[src/rtl/ram_dma_pkg.sv]
// rtl/ram_dma_pkg.sv - shared state encoding and RAM timing constants for ram_dma_copy
package ram_dma_pkg;

    typedef enum logic [1:0] {
        IDLE  = 2'd0,
        RUN   = 2'd1,
        DRAIN = 2'd2
    } state_t;

    // Synchronous RAM read latency; the write pipeline trails reads by this many cycles.
    localparam int RD_LAT        = 1;
    localparam int WR_PIPE_DEPTH = RD_LAT;

endpackage

[src/rtl/ram_dma_copy.sv]
// rtl/ram_dma_copy.sv - dual-port RAM block copy engine; optional fill mode under RAM_DMA_COPY_FILL_EN
module ram_dma_copy
    import ram_dma_pkg::*;
#(
    parameter int dat_width = 32,
    parameter int adr_width = 32,
    parameter int len_width = 16
) (
    input  logic                 clk,
    input  logic                 rst,
    input  logic                 start_i,
    input  logic [adr_width-1:0] src_adr_i,
    input  logic [adr_width-1:0] dst_adr_i,
    input  logic [len_width-1:0] len_i,
`ifdef RAM_DMA_COPY_FILL_EN
    input  logic                 fill_i,
    input  logic [dat_width-1:0] fill_dat_i,
`endif
    output logic                 busy_o,
    output logic                 done_o,
    output logic [adr_width-1:0] adr0_o,
    output logic                 we0_o,
    output logic [dat_width-1:0] dat0_o,
    input  logic [dat_width-1:0] dat0_i,
    output logic [adr_width-1:0] adr1_o,
    output logic                 we1_o,
    output logic [dat_width-1:0] dat1_o
);

    localparam int DRAIN_W = (WR_PIPE_DEPTH > 1) ? $clog2(WR_PIPE_DEPTH) : 1;
    localparam logic [DRAIN_W-1:0] DRAIN_LAST = DRAIN_W'(WR_PIPE_DEPTH - 1);

    state_t               state;
    logic [len_width-1:0] rem;
    logic [adr_width-1:0] wr_adr;
    logic [DRAIN_W-1:0]   drain_cnt;

    assign we0_o  = 1'b0;
    assign dat0_o = '0;

`ifdef RAM_DMA_COPY_FILL_EN
    logic                 fill_q;
    logic [dat_width-1:0] fill_dat_q;

    assign dat1_o = fill_q ? fill_dat_q : dat0_i;
`else
    // Write data is the word read one cycle earlier, passed straight through.
    assign dat1_o = dat0_i;
`endif

    always_ff @(posedge clk) begin
        if (rst) begin
            state     <= IDLE;
            rem       <= '0;
            wr_adr    <= '0;
            drain_cnt <= '0;
            busy_o    <= 1'b0;
            done_o    <= 1'b0;
            we1_o     <= 1'b0;
            adr0_o    <= '0;
            adr1_o    <= '0;
`ifdef RAM_DMA_COPY_FILL_EN
            fill_q     <= 1'b0;
            fill_dat_q <= '0;
`endif
        end else begin
            done_o <= 1'b0;
            case (state)
                IDLE: begin
                    we1_o <= 1'b0;
                    // The done cycle is not an accepting cycle.
                    if (start_i && !done_o) begin
                        if (len_i == '0) begin
                            done_o <= 1'b1;
                        end else begin
                            state     <= RUN;
                            busy_o    <= 1'b1;
                            rem       <= len_i - 1'b1;
                            drain_cnt <= '0;
`ifdef RAM_DMA_COPY_FILL_EN
                            fill_q     <= fill_i;
                            fill_dat_q <= fill_dat_i;
                            if (fill_i) begin
                                we1_o  <= 1'b1;
                                adr1_o <= dst_adr_i;
                                wr_adr <= dst_adr_i + 1'b1;
                            end else begin
                                adr0_o <= src_adr_i;
                                wr_adr <= dst_adr_i;
                            end
`else
                            adr0_o <= src_adr_i;
                            wr_adr <= dst_adr_i;
`endif
                        end
                    end
                end

                RUN: begin
`ifdef RAM_DMA_COPY_FILL_EN
                    if (fill_q) begin
                        if (rem == '0) begin
                            state  <= IDLE;
                            we1_o  <= 1'b0;
                            busy_o <= 1'b0;
                            done_o <= 1'b1;
                        end else begin
                            we1_o  <= 1'b1;
                            adr1_o <= wr_adr;
                            wr_adr <= wr_adr + 1'b1;
                            rem    <= rem - 1'b1;
                        end
                    end else
`endif
                    begin
                        we1_o  <= 1'b1;
                        adr1_o <= wr_adr;
                        wr_adr <= wr_adr + 1'b1;
                        if (rem == '0) begin
                            state <= DRAIN;
                        end else begin
                            adr0_o <= adr0_o + 1'b1;
                            rem    <= rem - 1'b1;
                        end
                    end
                end

                DRAIN: begin
                    if (drain_cnt == DRAIN_LAST) begin
                        state  <= IDLE;
                        we1_o  <= 1'b0;
                        busy_o <= 1'b0;
                        done_o <= 1'b1;
                    end else begin
                        drain_cnt <= drain_cnt + 1'b1;
                        we1_o     <= 1'b1;
                        adr1_o    <= wr_adr;
                        wr_adr    <= wr_adr + 1'b1;
                    end
                end

                default: state <= IDLE;
            endcase
        end
    end

endmodule

[config.mk]
export PLATFORM = sky130hd
export DESIGN_NAME = ram_dma_copy
export DESIGN_NICKNAME = d
export VERILOG_FILES = /design/src/rtl/ram_dma_pkg.sv /design/src/rtl/ram_dma_copy.sv
export SDC_FILE = /design/constraint.sdc
export NUM_CORES = 1
export LEC_CHECK = 0
export ABC_CLOCK_PERIOD_IN_PS = 3920
export CAP_MARGIN = 20
export CORE_ASPECT_RATIO = 2
export CORE_MARGIN = 2
export CORE_UTILIZATION = 45
export DETAILED_ROUTE_END_ITERATION = 16
export PLACE_DENSITY = 0.79
export SLEW_MARGIN = 10
export SYNTH_ARGS = -nofsm -noshare
export SYNTH_HDL_FRONTEND = slang
export SYNTH_SLANG_ARGS = --single-unit
[constraint.sdc]
create_clock -name clk -period 3.92 [get_ports clk]
set_input_delay 0.392 -clock clk [delete_from_list [all_inputs] [get_ports clk]]
set_output_delay 0.392 -clock clk [all_outputs]
set_load 0.005 [all_outputs]
Word-level counts from Yosys, hierarchy flattened
Index checks and enable logic that the tools add are counted.

cells by class
  $add $sub $neg = 5
  $mul = 0
  div/mod/pow operators = 0
  order comparisons = 0
  eq/ne operators = 8
  shift operators = 0
  mux-type cells = 33
  bitwise logic cells = 0
  reduce and logical (&&, ||, !) cells = 15

operator list
  kind                   number
  $mux 32                7
  $pmux 32 s2            2
  $pmux 32 s3            1
  $add 32x1->32 const B  2
  $mux 16                3
  $logic_not 16->1       2
  $pmux 16 s2            1
  $sub 16x1->16 const B  2
  $reduce_and 4->1       4
  $ne 2x2->1 const B     6
  $mux 1                 10
  $mux 2                 4
  $pmux 1 s2             3
  $pmux 2 s3             1
  $reduce_bool 2->1      3
  $pmux 1 s3             1
  $reduce_and 3->1       1
  $reduce_bool 3->1      1
  $eq 2x1->1 const B     1
  $eq 2x2->1 const B     1
  $logic_not 2->1        1
  $reduce_and 2->1       1
  $add 1x1->1 const B    1
  $logic_and 1x1->1      1
  $logic_not 1->1        1

storage, ports and cells
  register bits after elaboration = 118
  latch bits = 0
  RAM bits = 0
  memory bits (read-only) = 0
  bits of input ports = 115
  output and inout port bits = 132
  word-level logic and storage cells = 70
  memories = 0

Depth between registers and ports, before layout
Gate-level depths: netlist of the first run.

  depth in word-level cells = 4
  mapped depth = 14

Worst setup path before layout of the first run
OpenSTA, ideal clock, no wires.

  kind = register to register
  from = register state[1]
  to = register rem[8]
  library setup time = 0.074 ns
  arrival time = 3.206 ns
  required time = 3.846 ns
  slack = 0.639 ns
  cell stages (with the launch flop) = 14
  cells stage by stage = dfxtp_1 inv_1 ha_1 buf_1 clkbuf_1 buf_2 clkbuf_1 buf_2 mux2i_1 ha_1 o21ai_0 a21o_1 or4_1 a31oi_1

between the ends
  longest elaborated chain between the ends = 3
  elaborated cells between the ends (all ways) = 8

RTL lines
  item                                                                     RTL line             text
  from (decl)                                                              ram_dma_copy.sv:33   state_t state;
  from (signal assigned)                                                   ram_dma_copy.sv:53   state <= IDLE;
  from (signal assigned)                                                   ram_dma_copy.sv:76   state <= RUN;
  from (signal assigned)                                                   ram_dma_copy.sv:120  state <= DRAIN;
  $eq 2x1->1 / $logic_not 2->1 (equally long branches)                     ram_dma_copy.sv:68   case (state)
  $ne 2x2->1 (no source line) / $reduce_bool 2->1 (equally long branches)  n/a
  $reduce_and 4->1 (no source line)                                        n/a
  to (signal assigned)                                                     ram_dma_copy.sv:78   rem <= len_i - 1'b1;
  to (signal assigned)                                                     ram_dma_copy.sv:123  rem <= rem - 1'b1;
  to (decl)                                                                ram_dma_copy.sv:34   logic [len_width-1:0] rem;

Parallel ways exist; a longest one is shown, timed or not.
A chain may end at the register's enable or synchronous reset.

Worst setup path in the final report of the first run
  from = register rem[5]
  to = register adr0_o[8]

between the ends
  longest elaborated chain between the ends = 3

RTL lines
  item                               RTL line             text
  $logic_not 16->1                   ram_dma_copy.sv:119  if (rem == '0) begin
  $ne 2x2->1 (no source line)        n/a
  $reduce_and 4->1 (no source line)  n/a
  to (signal assigned)               ram_dma_copy.sv:92   adr0_o <= src_adr_i;
  to (signal assigned)               ram_dma_copy.sv:122  adr0_o <= adr0_o + 1'b1;
  to (decl)                          ram_dma_copy.sv:21   output logic [adr_width-1:0] adr0_o,

No other way between the ends.

==> results of run 1 <==
==> logic make-up (layout without fill, tap and decap cells) <==
| logic type | count (synthesis) | count (layout) | share of synthesized area |
|---|---|---|---|
| AND/OR/NAND/NOR | 348 | 348 | 0.246 |
| adder cells (fa/ha/maj) | 7 | 7 | 0.0122 |
| AO/OA/AOI/OAI | 245 | 245 | 0.219 |
| multiplexers | 47 | 47 | 0.0660 |
| XOR/XNOR | 13 | 13 | 0.0158 |
| other | 1 | 34 | 0.000521 |
| buffers and inverters | 147 | 216 | 0.115 |
| flip-flops | 117 | 117 | 0.325 |
==> metrics by stage <==
| step | worst slack [ps] | cells | hold slack (ps) | instance area [µm²] | power [mW] |
|---|---|---|---|---|---|
| after floorplan | 639 | 957 | 444 | 7320 | 2.73 |
| after global placement | 736 | 1195 | 466 | 8450 | 3.26 |
| after detailed placement | 685 | 1196 | 472 | 8480 | 3.31 |
| after CTS | 1090 | 1227 | 435 | 9150 | 5.10 |
| after global routing | 773 | 1228 | 474 | 9150 | 5.38 |
| final | 1080 | 1228 | 452 | 9150 | 5.10 |
==> report_power, final <==
group | total [mW] | leakage [nW] | internal [mW] | switching, mW
Clock | 1.79 | 0.318 | 1.20 | 0.584
Combinational | 1.63 | 1.90 | 0.743 | 0.890
Sequential | 1.67 | 0.959 | 1.40 | 0.274
Total | 5.10 | 3.18 | 3.35 | 1.75
==> final timing paths <==
kind	slack (ps)	startpoint	end
worst max-delay path	1080	rem[5]$_SDFFE_PP0P_	adr0_o[8]$_SDFFE_PP0P_
worst min-delay path	450	rst	adr0_o[18]$_SDFFE_PP0P_
worst max register to register	1080	rem[5]$_SDFFE_PP0P_	adr0_o[8]$_SDFFE_PP0P_
worst min register to register	490	rem[15]$_SDFFE_PP0P_	rem[15]$_SDFFE_PP0P_
==> per-layer routing <==
layer	global-route usage	up-vias	wire length, µm
met2	0.467	275	12000
met1	0.249	3453	7760
met5	0	-	0
li1	-	3481	-
met4	0.196	0	1340
met3	0.0333	83	992
==> cell usage in the layout (no fill, tap or decap), drive strengths merged, types with 5 or more instances in the layout <==
cell type      instances
clkdlybuf4s50        148
dfxtp                117
nor2                  89
nand2                 81
a21oi                 64
o21ai                 47
mux2i                 43
nand3                 38
conb                  33
a22oi                 27
a31oi                 21
nor4                  21
inv                   20
nand4                 19
nor3                  19
clkbuf                18
a211oi                16
buf                   16
and3                  13
o22ai                 12
nor2b                 12
or4                   12
xnor2                  9
and2                   8
o32ai                  8
nand4b                 7
ha                     7
o211ai                 6
a21o                   6
nand2b                 6
or3                    6
o31ai                  6
bufinv                 6
clkinv                 5
==> sequential cells by signal (all words and copies together), names as in the netlist <==
register	flops
busy_o	1
wr_adr	32
we1_o	1
state	2
adr0_o	32
adr1_o	32
done_o	1
rem	16
==> layout make-up <==
class	instances	area [µm²]
antenna	1	2.50
clock buffer	18	439
clock inverter	13	230
fill	1444	6550
inverter	21	78.8
multi-input combinational	693	4170
sequential	117	2340
tap	201	251
timing repair buffer	164	1630
==> flow_summary.ini, run 1 <==
[status]
status = complete, no violations

[floorplan]
ioPinCount = 247
coreArea_mm2 = 0.0157
start_util = 0.459
die_w_um = 93.5
rows = 65
die_h_um = 183
die_area_mm2 = 0.0171

[timing]
rsz0062_at_grt = false
fmax_mhz = 352
relSlewSlack = 0.307
tns_ps = 0
fin_crit_sh = 0.724
final-hold-violation-count = 0
worst_pin_slew_ps = 1040
fin_crit_ps = 2840
finClkSkew_ps = 9.87
setup_viol = 0
maxSlewViolCount = 0

[logic_synthesis]
synth_top_area_cell = dfxtp_1
synth-seq-area-share = 0.325
postSynthRegisterBits = 117
yosys_warnings = 0
syn_area_mm2 = 0.00720
yosysMostFrequentCell = dfxtp_1
synth.top_cells.by_count = dfxtp_1 (117), nor2_1 (89), nand2_1 (81), buf_4 (67), a21oi_1 (63)
async_reset_ff_frac = 0
synth_top_cell_area_share = 0.325
synthFlopType = dfxtp_1
synth_area_per_cell_um2 = 7.79
synthTopCellsByArea = dfxtp_1 (33%), buf_4 (7.0%), mux2i_1 (6.0%)
synth_cells = 925
netlist-cell-type-count = 65
synth-edff-count = 0

[cts]
cts_setup_buffers = 0
numCtsBuffers = 17
postCtsHoldBufs = 0
cts.clk_slew.worst_paths_ps = 60
clock_path_buffers = 2
htreeDepth = 4
clkSinkCount = 117
ctsResizeCount = 0
root_buffer = clkbuf_16
clk_latency_ps = 410
cts_tree = yes

[placement]
portBuffers = 149
gp_congestion = 0.954
dp_hpwl_mm = 15.7

[grt]
antenna_found_initial = 1
grt_pass1_vias = 6995
grt_pass1_wl_mm = 34.6
grt.overflow.total = 0
grt_max_degree = 49
grtUsageTotal = 0.254

[route]
postRouteWirelength_mm = 22.1
drc = 0
viasPerCell = 5.94
initialDrtViolationCount = 315
firstDrtPassIters = 7
ant_nets = 0
wl_per_cell_um = 18.0
dr_total_vias = 7292

[final_layout]
area_growth_pct = 27.0
finish.utilization = 0.583
drive_above_1_share = 0.0624
layout.nets = 1136

[critical_path]
crit_family = simple AND/OR/NAND/NOR gates
reg2reg_depth = 8
critPathLaunchType = flip-flop
cp_data_required_time_ps = 4190
critical_path_depth = 8
critical_path.max_fanout = 21
end_kind = flip-flop
arrival_ps = 3110
path_cells = nor4_1, and4_1, a21oi_1, buf_4, and2_1, buf_4, a41oi_1, a21oi_1
crit_buf_inv = 2
slowest_stage = nor4_1
slowest_delay_ps = 580
timing_worst_setup_path_type = reg -> reg

[pwr]
power_leakage_nw = 3.18
max-vdd-ir-drop_mv = 0.338
power_density_mw_per_mm2 = 557

[job]
cap_violations = 0

[min_path]
hold_path_class = in -> reg
worstHoldPathCells = 2
No activity file was read; power rests on OpenSTA's default activity.
==> run 2, diff against run 1 <==
- ABC_CLOCK_PERIOD_IN_PS: 3920 -> 2350
- CORE_UTILIZATION: 45 -> 42
- PLACE_DENSITY: 0.79 -> 0.78
- clock period: 3.92 -> 2.35 ns (I/O delays scaled with it)
==> flow_summary.ini, run 2 (same netlist as run 1, synthesis figures left out) <==
[status]
status = complete, no violations

[critical_path]
arrival_ps = 2600
timing_worst_setup_path_type = reg -> reg
end_kind = flip-flop
cp_data_required_time_ps = 2650
critical_path.max_fanout = 2
critPathLaunchType = flip-flop

[cts]
cts_tree = yes
clock_path_buffers = 2
htreeDepth = 4
cts.clk_slew.worst_paths_ps = 60
numCtsBuffers = 17
clkSinkCount = 117
clk_latency_ps = 420
cts_setup_buffers = 0
root_buffer = clkbuf_16

[final_layout]
final_cell_mix = clkdlybuf4s50_1 (148), dfxtp_1 (115), buf_4 (108)
layout_commonest_cell = clkdlybuf4s50_1
drive_above_1_share = 0.159
layout.nets = 1236
final_area_mm2 = 0.0100
top_regs = adr0_o (32), adr1_o (32), wr_adr (32)
area_growth_pct = 39.1
fin_cells = 1335

[route]
initialDrtViolationCount = 355
dr_total_vias = 7860
postRouteWirelength_mm = 24.2
drc = 0
viasPerCell = 5.89
ant_nets = 0
wl_per_cell_um = 18.1
firstDrtPassIters = 5

[pwr]
p_sw_frac = 0.347
internal-power_mw = 5.81
pwr-share-comb = 0.374
max-vdd-ir-drop_mv = 0.555
clockPowerShare = 0.323
power_leakage_nw = 3.71
p_sw_mw = 3.09
pwr-share-seq = 0.303
p_total_mw = 8.89
power_density_mw_per_mm2 = 888

[timing]
fin_crit_ps = 2300
tns_ps = 0
fmax_mhz = 435
worst_pin_slew_ps = 640
final-hold-violation-count = 0
layout_setup_ws_ps = 50.6
setup_viol = 0
finClkSkew_ps = 14.9
fin_crit_sh = 0.978
rsz0062_at_grt = true
maxSlewViolCount = 0
relSlewSlack = 0.571

[placement]
portBuffers = 149
dpl_cell_area_mm2 = 0.00930
placedCellCount = 1302
dp_hpwl_mm = 17.6
gp_congestion = 0.941
dp_slack_ps = -417

[grt]
grt_max_degree = 49
grtUsageTotal = 0.262
antenna_found_initial = 2
grt.overflow.total = 0
grt_pass1_vias = 7640
grt_pass1_wl_mm = 37.3

[floorplan]
rows = 67
start_util = 0.430
coreArea_mm2 = 0.0168
ioPinCount = 247
die_h_um = 189
die_area_mm2 = 0.0183
die_w_um = 96.6

[job]
cap_violations = 0

[min_path]
hold_path_class = in -> reg
==> run 2: worst max-delay path, stage by stage (launching register included) <==
cell and delay, ps:
dfxtp_2 320, inv_2 70, ha_1 190, nand2b_1 90
or4_4 510, nor4b_4 350, nor3_2 120, a21bo_1 180
a2111oi_1 360
==> run 2: timing repair <==
action / 4_1_cts / 5_1_grt
resized for setup: 4 / 15
pin swaps: 1 / 3
setup endpoints to repair: 2 / 18
hold buffers: 0 / 0
==> run 2: final cells by class <==
class | instances | area, µm²
well taps | 207 | 259
clock inverters | 13 | 206
repair buffers | 264 | 2430
fillers | 1494 | 6750
diodes | 2 | 5.00
inverters | 21 | 78.8
flip-flops and latches | 117 | 2340
clock buffers | 18 | 429
multi-input cells | 693 | 4260
==> run 2: final timing paths <==
check	from	end	slack, ps	cells past startpoint
setup / recovery	state[1]$_SDFFE_PP0P_	adr0_o[13]$_SDFFE_PP0P_	50	8
hold / removal	rst	adr1_o[31]$_SDFFE_PP0P_	280	2
hold reg to reg	adr1_o[28]$_SDFFE_PP0P_	adr1_o[28]$_SDFFE_PP0P_	490	2
setup reg to reg	state[1]$_SDFFE_PP0P_	adr0_o[13]$_SDFFE_PP0P_	50	8
==> run 2: power groups by stage <==
stage | logic, mW | clock network (mW) | registers (mW)
floorplan | 1.92 | 0 | 2.68
global placement | 3.18 | 0 | 2.71
detailed placement | 3.24 | 0 | 2.72
CTS | 3.27 | 2.89 | 2.68
global route | 3.64 | 2.99 | 2.73
finish | 3.33 | 2.87 | 2.70
==> run 2: through the flow <==
stage / utilization / hold slack [ps]
6_report: 0.597 / 278
5_1_grt: 0.597 / 297
4_1_cts: 0.594 / 265
3_5_place_dp: 0.554 / 469
3_3_place_gp: 0.554 / 463
2_1_floorplan: - / 385
==> run 2: routing by layer <==
metal  share of wire  up-vias  track usage
li1                -     3690            -
met1            0.33     3677        0.245
met2            0.54      362        0.474
met3           0.056      131       0.0462
met4           0.076        0        0.207
met5               0        -            0
